<file path="config.mk">
export PLATFORM = sky130hd
export DESIGN_NAME = uart_tx_arbiter
export DESIGN_NICKNAME = d
export VERILOG_FILES = /design/src/rtl/uart_tx_arbiter.sv
export SDC_FILE = /design/constraint.sdc
export NUM_CORES = 1
export LEC_CHECK = 0
export CAP_MARGIN = 30
export CORE_ASPECT_RATIO = 1.4
export CORE_MARGIN = 3
export CORE_UTILIZATION = 48
export CTS_BUF_LIST = sky130_fd_sc_hd__clkbuf_4
export DETAILED_ROUTE_END_ITERATION = 16
export PLACE_DENSITY = 0.86
export SETUP_SLACK_MARGIN = 0.02
export SLEW_MARGIN = 0
export SYNTH_ARGS = -nofsm -noshare
export SYNTH_HDL_FRONTEND = slang
export SYNTH_SLANG_ARGS = --single-unit
</file>
<file path="constraint.sdc">
create_clock -name clk_i -period 2.5 [get_ports clk_i]
set_clock_uncertainty 0.2 [all_clocks]
set_input_delay 0.375 -clock clk_i [delete_from_list [all_inputs] [get_ports clk_i]]
set_output_delay 0.375 -clock clk_i [all_outputs]
set_load 0.05 [all_outputs]
</file>
<file path="src/rtl/uart_tx_arbiter.sv">
// Shares one uart_tx serializer among N_CH byte-stream requesters.
// Round-robin, frame-granular grants with packet lock, burst cap, abort relay and watchdog.
module uart_tx_arbiter #(
    parameter int unsigned N_CH         = 4,
    parameter int unsigned DATA_WIDTH   = 8,
    parameter int unsigned MAX_BURST    = 16,
    parameter int unsigned WDOG_CYCLES  = 65535,
    parameter int unsigned GUARD_CYCLES = 2
) (
    input  logic                         clk_i,
    input  logic                         rst_i,
    input  logic [N_CH-1:0]              ch_valid_i,
    input  logic [N_CH*DATA_WIDTH-1:0]   ch_data_i,
    input  logic [N_CH-1:0]              ch_last_i,
    input  logic [N_CH-1:0]              ch_abort_i,
    output logic [N_CH-1:0]              ch_pop_o,
    output logic [N_CH-1:0]              ch_done_o,
    output logic [N_CH-1:0]              ch_err_o,
    output logic [DATA_WIDTH-1:0]        tx_data_in_o,
    output logic                         tx_data_valid_o,
    output logic                         tx_fifo_empty_o,
    output logic                         tx_abort_o,
    input  logic                         tx_data_read_i,
    input  logic                         tx_busy_i,
    input  logic                         tx_error_i,
    input  logic                         tx_underrun_i,
    output logic                         gnt_valid_o,
    output logic [$clog2(N_CH)-1:0]      gnt_id_o
);

    localparam int unsigned GID_W   = $clog2(N_CH);
    localparam int unsigned BURST_W = $clog2(MAX_BURST + 1);
    localparam int unsigned WDOG_W  = $clog2(WDOG_CYCLES + 1);
    localparam int unsigned GUARD_W = $clog2(GUARD_CYCLES + 1);

    localparam logic [GID_W-1:0]   GID_LAST   = GID_W'(N_CH - 1);
    localparam logic [BURST_W-1:0] BURST_LAST = BURST_W'(MAX_BURST - 1);
    localparam logic [WDOG_W-1:0]  WDOG_LAST  = WDOG_W'(WDOG_CYCLES - 1);
    localparam logic [GUARD_W-1:0] GUARD_LAST = GUARD_W'(GUARD_CYCLES - 1);

    typedef enum logic [2:0] {
        S_IDLE,
        S_SEND,
        S_WAIT_DONE,
        S_ABORT,
        S_GUARD
    } state_e;

    state_e              state_q, state_d;
    logic [GID_W-1:0]    gnt_q, gnt_d;
    logic [GID_W-1:0]    rr_q, rr_d;
    logic [BURST_W-1:0]  burst_q, burst_d;
    logic [WDOG_W-1:0]   wdog_q, wdog_d;
    logic [GUARD_W-1:0]  guard_q, guard_d;
    logic                err_q, err_d;
    logic                last_q, last_d;
    logic [N_CH-1:0]     done_q, done_d;
    logic [N_CH-1:0]     errp_q, errp_d;

    logic                abort_gnt;
    logic                err_now;
    logic [N_CH-1:0]     gnt_onehot;

    // First valid channel at or above ptr, wrapping modulo N_CH.
    function automatic logic [GID_W-1:0] rr_pick(input logic [N_CH-1:0] v,
                                                 input logic [GID_W-1:0] ptr);
        logic [GID_W-1:0] sel;
        logic             found;
        int unsigned      idx;
        sel   = '0;
        found = 1'b0;
        for (int unsigned i = 0; i < N_CH; i++) begin
            idx = (32'(ptr) + i) % N_CH;
            if (!found && v[GID_W'(idx)]) begin
                sel   = GID_W'(idx);
                found = 1'b1;
            end
        end
        return sel;
    endfunction

    assign abort_gnt  = ch_abort_i[gnt_q];
    assign gnt_onehot = N_CH'(1) << gnt_q;
    assign err_now    = err_q | ((state_q != S_IDLE) & (tx_error_i | tx_underrun_i));

    always_comb begin
        state_d = state_q;
        gnt_d   = gnt_q;
        rr_d    = rr_q;
        burst_d = burst_q;
        wdog_d  = wdog_q;
        guard_d = guard_q;
        last_d  = last_q;
        err_d   = err_now;
        done_d  = '0;
        errp_d  = '0;
        case (state_q)
            S_IDLE: begin
                if (|ch_valid_i) begin
                    gnt_d   = rr_pick(ch_valid_i, rr_q);
                    burst_d = '0;
                    state_d = S_SEND;
                end
            end
            S_SEND: begin
                // A pop in the same cycle as an abort is still honoured.
                if (tx_data_read_i) begin
                    last_d  = ch_last_i[gnt_q];
                    wdog_d  = '0;
                    state_d = abort_gnt ? S_ABORT : S_WAIT_DONE;
                end else if (abort_gnt) begin
                    state_d = S_ABORT;
                end
            end
            S_WAIT_DONE: begin
                wdog_d = wdog_q + WDOG_W'(1);
                if (abort_gnt || (wdog_q == WDOG_LAST)) begin
                    state_d = S_ABORT;
                end else if (!tx_busy_i) begin
                    guard_d = '0;
                    state_d = S_GUARD;
                end
            end
            S_ABORT: begin
                err_d = 1'b1;
                if (!tx_busy_i) begin
                    guard_d = '0;
                    state_d = S_GUARD;
                end
            end
            S_GUARD: begin
                guard_d = guard_q + GUARD_W'(1);
                if (guard_q == GUARD_LAST) begin
                    if (err_now) errp_d = gnt_onehot;
                    else         done_d = gnt_onehot;
                    err_d = 1'b0;
                    if (!err_now && !last_q && (burst_q < BURST_LAST) && ch_valid_i[gnt_q]) begin
                        burst_d = burst_q + BURST_W'(1);
                        state_d = S_SEND;
                    end else begin
                        rr_d    = (gnt_q == GID_LAST) ? '0 : gnt_q + GID_W'(1);
                        state_d = S_IDLE;
                    end
                end
            end
            default: state_d = S_IDLE;
        endcase
    end

    always_ff @(posedge clk_i) begin
        if (rst_i) begin
            state_q <= S_IDLE;
            gnt_q   <= '0;
            rr_q    <= '0;
            burst_q <= '0;
            wdog_q  <= '0;
            guard_q <= '0;
            err_q   <= 1'b0;
            last_q  <= 1'b0;
            done_q  <= '0;
            errp_q  <= '0;
        end else begin
            state_q <= state_d;
            gnt_q   <= gnt_d;
            rr_q    <= rr_d;
            burst_q <= burst_d;
            wdog_q  <= wdog_d;
            guard_q <= guard_d;
            err_q   <= err_d;
            last_q  <= last_d;
            done_q  <= done_d;
            errp_q  <= errp_d;
        end
    end

    // Pop must coincide with the serializer's read strobe, so it is decoded in-cycle.
    assign ch_pop_o        = (state_q == S_SEND && tx_data_read_i) ? gnt_onehot : '0;
    assign ch_done_o       = done_q;
    assign ch_err_o        = errp_q;
    assign tx_data_valid_o = (state_q == S_SEND);
    assign tx_data_in_o    = (state_q == S_SEND) ? ch_data_i[32'(gnt_q)*DATA_WIDTH +: DATA_WIDTH] : '0;
    assign tx_fifo_empty_o = (state_q == S_IDLE) & ~|ch_valid_i;
    assign tx_abort_o      = (state_q == S_ABORT);
    assign gnt_valid_o     = (state_q != S_IDLE);
    assign gnt_id_o        = gnt_q;

endmodule

</file>
==> flow_summary.yaml, run 1 <==
clock_network:
  clk_pin_slew_ns: 0.12
  numCtsBuffers: 5
  ctsRootBufferMaster: "clkbuf_4"
  cts_tree: "done"
  htreeDepth: 2
  insertion_delay_ns: 0.35
  cts_buffer_depth: 2
  cts_sinks: 40
sta:
  finalHoldViolCount: 0
  period_minus_slack_ns: 2.407
  max_freq_ghz: 0.4155
  rsz0062_at_grt: "yes"
  finalSetupViolations: 0
  relSlewSlack: 0.6553
  drv_slew: 0
  min_period_over_period: 0.9627
  fin_setup_tns_ns: 0
  tightest_slew_ns: 0.5155
power_and_ir_drop:
  power_density_nw_per_um2: 494.8
  p_comb_frac: 0.404
  internal_power_uw: 1111
  seqPwrFrac: 0.410
  p_sw_frac: 0.3550
  power_leakage_uw: 0.001291
  clock_power_share: 0.186
  switchingPower_uw: 611.5
  ir_drop_mv: 0.3711
global_routing:
  grt_pass1_vias: 2552
  grtUsageTotal: 0.2514
  grt_first_pass_wirelength_mm: 11.45
  grt_overflow: 0
  antenna_found_initial: 0
  grt_max_degree: 18
cells_and_area:
  post-route-cell-area_um2: 3482
  areaGrowthSynthToFinish_pct: 45.86
  multi_input_area_um2: 1499
  regArea_um2: 809.5
  antenna_cells: 0
  fill_cells: 315
  nNetsFinal: 417
  drive_gt1_frac: 0.1950
yosys:
  synth_warnings: 0
  ys_seq_elements: 40
  netlist_instances: 275
  synth-edff-count: 0
  async_flop_share: 0
  synth_cell_type_count: 52
  synth-seq-area-share: 0.3354
  syn-cell-area_um2: 2387
  syn-mean-instance-area_um2: 8.681
  syn_nets: 333
  synthFlopType: "dfxtp_1"
placed_design:
  portBuffers: 75
  gp_routability_congestion: 0.8257
  hpwl_mm: 5.567
  place_area_um2: 3416
critical_path:
  max_stage_delay_ns: 0.42
  path_cells: "inv_1, or3_1, nor2_2, buf_4, and2_1, buf_12"
  reg2reg_depth: 5
  worstSetupEndpointType: "primary output"
  crit_arrival_ns: 1.83
  worst-path-max-fanout: 6
  critPathKind: "flop to primary output"
  required_ns: 1.92
  crit_path_start_kind: "flop"
  slowest_stage: "or3_1"
die:
  io_pins: 76
  die_x_um: 65.60
  start_util: 0.5100
  chipHeight_um: 89.45
  core_area_um2: 4681
  die_area_um2: 5868
  rows: 29
status:
  status: "completed"
min_path:
  whs_path_depth: 2
  hp-class: "flop to flop"
route:
  drt-pass1-iter-count: 5
  wire_per_inst_um: 16.22
  drt-initial-drc-count: 83
  ant_nets: 0
  dr_total_vias: 2417
  drc_errors: 0
  routed_via_density: 5.741
  drt_wl_total_mm: 6.828
flow_run:
  cap_viol_max_count: 0
==> per-stage QoR <==
stage	utilization	cells	total power, uW	worst slack [ns]	hold WS, ns
detailed placement	0.7298	413	1410	0.04412	0.2480
global placement	0.7298	413	1388	0.1709	0.2416
floorplan	-	275	1091	0.04757	0.2255
finish	0.7439	421	1723	0.09315	0.2671
CTS	0.7410	420	1717	0.02180	0.2643
global route	0.7439	421	1806	0.007776	0.2870
==> cells in the final DEF (no fill, tap or decap), types with 5 or more instances in the layout <==
cell	n
a21oi_1	20
a31oi_1	5
and2_1	14
buf_12	14
buf_4	16
clkbuf_4	6
clkdlybuf4s50_1	58
dfxtp_1	37
ha_1	8
inv_1	15
mux4_2	11
nand2_1	24
nand3_1	10
nor2_1	36
nor2b_2	8
nor3_1	5
or3_1	5
==> registers in the layout, indices dropped and copies added (netlist names), 2 cells and up <==
register   count
burst_q        5
ch_done_o      4
ch_err_o       4
gnt_id_o       2
guard_q        2
rr_q           2
state_q        3
wdog_q        16
==> critical path: cells and delay by family, from the launching register on <==
family	cells	cell delay, ns
buf+inv	3	0.36
flops	1	0.39
simple gates	3	0.72
==> synth_stat cells, drive strengths merged (3+ instances only) <==
cell,number,share of area
dfxtp,40,0.34
nor2,37,0.058
nand2,24,0.038
a21oi,20,0.042
inv,15,0.024
and2,14,0.037
mux4,11,0.10
nand3,10,0.021
ha,8,0.042
nor2b,8,0.021
nor3,7,0.019
o21ai,7,0.015
buf,6,0.013
clkbuf,6,0.0094
a31oi,5,0.013
or3,5,0.013
a311oi,4,0.015
and3,4,0.010
and4,4,0.015
mux2,3,0.014
nand4,3,0.014
nor3b,3,0.016
or4,3,0.0094
==> cell type report <==
class                   count  share of cell area
clock buffers               6             0.01294
repair buffers             89              0.2842
clock inverters             1            0.001437
multi-input cells         208              0.4305
well taps                  62             0.02228
flip-flops and latches     40              0.2325
inverters                  15             0.01617
==> what timing repair did <==
action | 4_1_cts | 5_1_grt
hold endpoints to repair | 0 | 0
setup endpoints to repair | 14 | 9
setup buffers | 0 | 1
gates resized for setup | 3 | 3
gates cloned | 0 | 0
hold buffers | 0 | 0
==> worst paths after layout <==
path	start	end	slack, ns
max	state_q[0]	ch_pop_o[0]	0.09
min	last_q	last_q	0.27
max reg2reg	state_q[1]	wdog_q[12]	0.28
min reg2reg	last_q	last_q	0.27
==> power groups by stage <==
| stage | sequential (uW) | clock [uW] | combinational (uW) |
|---|---|---|---|
| finish | 706 | 320 | 697 |
| global route | 713 | 350 | 743 |
| CTS | 706 | 322 | 689 |
| detailed placement | 720 | 0 | 689 |
| global placement | 717 | 0 | 670 |
| floorplan | 697 | 0 | 394 |
==> routing by layer <==
layer,vias up,global-route usage,share of wire
met4,0,0.1038,0.026
met5,-,0,0
met3,17,0.07799,0.074
met1,1131,0.2514,0.36
li1,1173,-,-
met2,96,0.4765,0.54
==> kinds of logic after synthesis <==
logic type	after synthesis	share of synthesized area
and+or+nand+nor	127	0.2877
AOI/OAI and AO/OA	56	0.1588
DFF	40	0.3354
buffers and inverters	27	0.04612
muxes	16	0.1263
adders and majority gates	8	0.04193
xor gates and xnor gates	1	0.003669
(Power assumes the default switching activity.)
==> run 2: changes to the inputs <==
Settings changed: CTS_BUF_LIST sky130_fd_sc_hd__clkbuf_4 to sky130_fd_sc_hd__clkbuf_2 sky130_fd_sc_hd__clkbuf_4 sky130_fd_sc_hd__clkbuf_8.
==> run 2 against run 1 <==
Compared with the run above: non-clock buffer count decreased by 1; setup slack improved by 0.0018 ns; core utilization increased by 0.51 points; design area increased by 0.68%.
==> flow_summary.yaml, run 2 (synthesis results as in run 1) <==
critical_path:
  reg2reg_depth: 5
  crit_arrival_ns: 1.83
  worst-path-max-fanout: 7
  critPathKind: "flop to primary output"
  worstSetupEndpointType: "primary output"
  required_ns: 1.92
  crit_path_start_kind: "flop"
global_routing:
  antenna_found_initial: 0
  grt_overflow: 0
  grt_first_pass_wirelength_mm: 11.59
  grtUsageTotal: 0.2549
  grt_max_degree: 18
  grt_pass1_vias: 2550
placed_design:
  portBuffers: 75
  hpwl_mm: 5.567
  gp_routability_congestion: 0.8257
clock_network:
  cts_resized: 1
  ctsRootBufferMaster: "clkbuf_8"
  clk_pin_slew_ns: 0.08
  postCtsSetupRepairBufs: 0
  htreeDepth: 2
  cts_sinks: 40
  cts-hold-fix-buffers: 0
  numCtsBuffers: 5
  cts_tree: "done"
  cts_buffer_depth: 2
  insertion_delay_ns: 0.29
route:
  drt-pass1-iter-count: 4
  ant_nets: 0
  wire_per_inst_um: 16.44
  drt-initial-drc-count: 144
  routed_via_density: 5.819
  dr_total_vias: 2444
  drt_wl_total_mm: 6.906
  drc_errors: 0
sta:
  finalHoldViolCount: 0
  finalSetupViolations: 0
  max_freq_ghz: 0.4158
  tightest_slew_ns: 0.5175
  drv_slew: 0
  holdWs_ns: 0.2707
  relSlewSlack: 0.6539
  period_minus_slack_ns: 2.405
  rsz0062_at_grt: "no"
  fin_setup_tns_ns: 0
  min_period_over_period: 0.9620
cells_and_area:
  final_common_cell: "clkdlybuf4s50_1"
  drive_gt1_frac: 0.1872
  areaGrowthSynthToFinish_pct: 46.86
  antenna_cells: 0
  largest_reg_flops: 16
  reg_top3: "wdog_q: 16 flops, burst_q: 5 flops"
  final_cell_mix: "clkdlybuf4s50_1 (58), dfxtp_1 (38), nor2_1 (37), nand2_1 (24), a21oi_1 (20)"
  nNetsFinal: 416
  top_register: "wdog_q"
die:
  rows: 29
  io_pins: 76
  die_x_um: 65.60
  chipHeight_um: 89.45
  core_area_um2: 4681
  start_util: 0.5100
  die_area_um2: 5868
power_and_ir_drop:
  p_sw_frac: 0.3415
  p_comb_frac: 0.382
  power_density_nw_per_um2: 517.8
  seqPwrFrac: 0.390
  power_leakage_uw: 0.001307
  ir_drop_mv: 0.3227
  internal_power_uw: 1196
  clock_power_share: 0.229
  switchingPower_uw: 619.9
flow_run:
  cap_viol_max_count: 0
min_path:
  whs_path_depth: 2
  hp-class: "flop to flop"
status:
  status: "completed"
## run 2: worst paths after layout
check,start,slack (ns),endpoint
setup / recovery,state_q[0],0.09,ch_pop_o[0]
hold / removal,burst_q[4],0.27,burst_q[4]
setup reg to reg,state_q[1],0.31,wdog_q[12]
hold reg to reg,burst_q[4],0.27,burst_q[4]
## run 2: power by group through the flow
| stage | clock, uW | combinational [uW] | sequential [uW] |
|---|---|---|---|
| global placement | 0 | 670 | 717 |
| finish | 415 | 693 | 707 |
| detailed placement | 0 | 689 | 720 |
| CTS | 419 | 694 | 706 |
| global route | 449 | 739 | 714 |
| floorplan | 0 | 394 | 697 |
## run 2: through the flow
stage	util	cells	power, uW	setup slack (ns)	cell area, um^2
finish	0.7490	420	1815	0.09496	3506
global route	0.7490	420	1903	0.03516	3506
CTS	0.7474	420	1819	0.02620	3498
detailed placement	0.7298	413	1410	0.04412	3416
global placement	0.7298	413	1388	0.1709	3416
floorplan	-	275	1091	0.04757	2409
## run 2: layout make-up
| cell class | count | area (um^2) |
|---|---|---|
| clock buffer | 6 | 76.32 |
| clock inverter | 1 | 5.005 |
| fill | 311 | 1175 |
| inverter | 15 | 56.30 |
| multi-input combinational | 208 | 1496 |
| sequential | 40 | 808.3 |
| tap | 62 | 77.57 |
| timing repair buffer | 88 | 985.9 |
## run 2: critical path: stages (launching register included)
cell     delay, ns
dfxtp_4       0.39
inv_1         0.08
or3_1         0.42
nor2_1        0.16
buf_4         0.15
and2_1        0.18
buf_12        0.15
## run 2: layer usage
layer	GRT usage	share of wire
met5	0	0
met4	0.1019	0.023
met3	0.08176	0.079
met2	0.4802	0.54
met1	0.2570	0.36
==> run 3: changes to the inputs <==
Settings changed: CTS_BUF_LIST sky130_fd_sc_hd__clkbuf_2 sky130_fd_sc_hd__clkbuf_4 sky130_fd_sc_hd__clkbuf_8 to sky130_fd_sc_hd__clkbuf_8.
==> run 3 against run 2 <==
Compared with the run above: register-to-register slack is essentially flat; global-route usage is 0.13 points lower; sequential power hardly changed; cell count is the same; die area stayed put; core utilization decreased by 0.080 points; first-iteration DRC count decreased by 13%; combinational power about the same; largest power group unchanged; design area fell by 0.11%; sequential share of layout area about the same; critical path type unchanged; largest cell class unchanged; clock-buffer cell count shrank 1.
==> flow_summary.yaml, run 3 (synthesis results as in run 1) <==
clock_network:
  ctsRootBufferMaster: "clkbuf_8"
  cts_sinks: 40
  postCtsSetupRepairBufs: 0
  numCtsBuffers: 5
  clk_pin_slew_ns: 0.08
  insertion_delay_ns: 0.29
  cts_tree: "done"
  cts_buffer_depth: 2
  htreeDepth: 2
global_routing:
  grtUsageTotal: 0.2535
  grt_max_degree: 18
  grt_overflow: 0
  grt_first_pass_wirelength_mm: 11.52
  antenna_found_initial: 0
  grt_pass1_vias: 2555
sta:
  period_minus_slack_ns: 2.429
  tightest_slew_ns: 0.5189
  min_period_over_period: 0.9715
  drv_slew: 0
  max_freq_ghz: 0.4117
  finalHoldViolCount: 0
  relSlewSlack: 0.6530
  holdWs_ns: 0.2704
  finalSetupViolations: 0
  fin_setup_tns_ns: 0
  rsz0062_at_grt: "no"
cells_and_area:
  final_common_cell: "clkdlybuf4s50_1"
  top_register: "wdog_q"
  largest_reg_flops: 16
  nNetsFinal: 416
  final_cell_mix: "clkdlybuf4s50_1 (58), dfxtp_1 (38), nor2_1 (37), nand2_1 (24), a21oi_1 (20)"
  reg_top3: "wdog_q: 16 flops, burst_q: 5 flops"
  post-route-util: 0.7482
  areaGrowthSynthToFinish_pct: 46.70
  fill_cells: 313
  antenna_cells: 0
  drive_gt1_frac: 0.1844
route:
  drt-initial-drc-count: 125
  wire_per_inst_um: 16.31
  dr_total_vias: 2445
  drt_wl_total_mm: 6.852
  ant_nets: 0
  routed_via_density: 5.821
  drt-pass1-iter-count: 5
  drc_errors: 0
critical_path:
  critPathLaunch: "state_q[0]"
  max_stage_delay_ns: 0.43
  worstSetupPathDepth: 6
  worstSetupEndpointType: "primary output"
  rrSetupSlack_ns: 0.31
  required_ns: 1.92
  critical_path_buf_inv_count: 3
  r2r-start: "state_q[1]"
  crit_arrival_ns: 1.85
  crit_path_start_kind: "flop"
  worst-path-max-fanout: 7
  cp-endpoint: "ch_pop_o[0]"
  reg2reg_to: "wdog_q[12]"
  reg2reg_depth: 5
  crit_family: "simple AND/OR/NAND/NOR gates"
  path_cells: "inv_1, or3_1, nor2_1, buf_4, and2_1, buf_12"
  critPathKind: "flop to primary output"
  slowest_stage: "or3_1"
power_and_ir_drop:
  ir_drop_mv: 0.3232
  power_leakage_uw: 0.001308
  power_density_nw_per_um2: 513.9
die:
  rows: 29
  core_area_um2: 4681
  die_x_um: 65.60
  chipHeight_um: 89.45
  die_area_um2: 5868
  start_util: 0.5100
  io_pins: 76
min_path:
  hp-class: "flop to flop"
flow_run:
  cap_viol_max_count: 0
placed_design:
  portBuffers: 75
  gp_routability_congestion: 0.8257
  hpwl_mm: 5.567
status:
  status: "completed"
==> run 3: cell types whose count changed in the layout (fill, tap and decap cells not counted) <==
| cell | previous run | this run |
|---|---|---|
| clkbuf_4 | 1 | 0 |
| inv_1 | 15 | 16 |
==> run 3: metal layers <==
metal	up-vias	global-route usage	wire, um
li1	1164	-	-
met1	1154	0.2539	2405
met2	113	0.4783	3721
met3	14	0.08176	569
met4	0	0.1038	155
met5	-	0	0
==> run 3: how the worst min path moves through the flow <==
stage,startpoint,slack [ns],depth (start not counted),to
after global placement,burst_q[4],0.24,2,burst_q[4]
after global routing,burst_q[4],0.29,2,burst_q[4]
after CTS,last_q,0.27,2,last_q
after floorplan,burst_q[4],0.23,2,burst_q[4]
final,last_q,0.27,2,last_q
after detailed placement,last_q,0.25,2,last_q
==> run 3: per-stage QoR <==
step	total power, uW	instances	instance area [um^2]	setup slack, ns
after floorplan	1091	275	2409	0.04757
after global placement	1388	413	3416	0.1709
after detailed placement	1410	413	3416	0.04412
after CTS	1804	420	3495	0.02545
after global routing	1885	420	3502	0.03789
final	1800	420	3502	0.07119
==> run 3: power breakdown <==
part | internal [uW] | leakage (uW) | total [uW] | switching [uW]
Sequential | 660 | 0.000325 | 707 | 47.4
Clock | 186 | 0.0000452 | 400 | 214
Combinational | 335 | 0.000938 | 693 | 358
==> run 3: what timing repair did <==
item | CTS | global route
hold endpoints to repair | 0 | 0
gates resized for setup | 1 | 3
pin swaps | 0 | 0
endpoints found under the setup margin | 4 | 11
hold buffers | 0 | 0
==> run 3: cell type report <==
cell class                      instances  area (um^2)  share of cell area
Clock buffer                            5        68.82             0.01965
Clock inverter                          2        8.758            0.002501
Inverter                               15        56.30             0.01608
Multi-Input combinational cell        208         1496              0.4273
Sequential cell                        40        808.3              0.2308
Tap cell                               62        77.57             0.02215
Timing Repair Buffer                   88        985.9              0.2815
==> run 3: worst reg2reg max path, cell delays in order, from the launching register on <==
cell     delay [ns]
dfxtp_1        0.56
or3b_1         0.43
nor3_2         0.30
and3_1         0.21
mux2_2         0.33
nor2_1         0.10
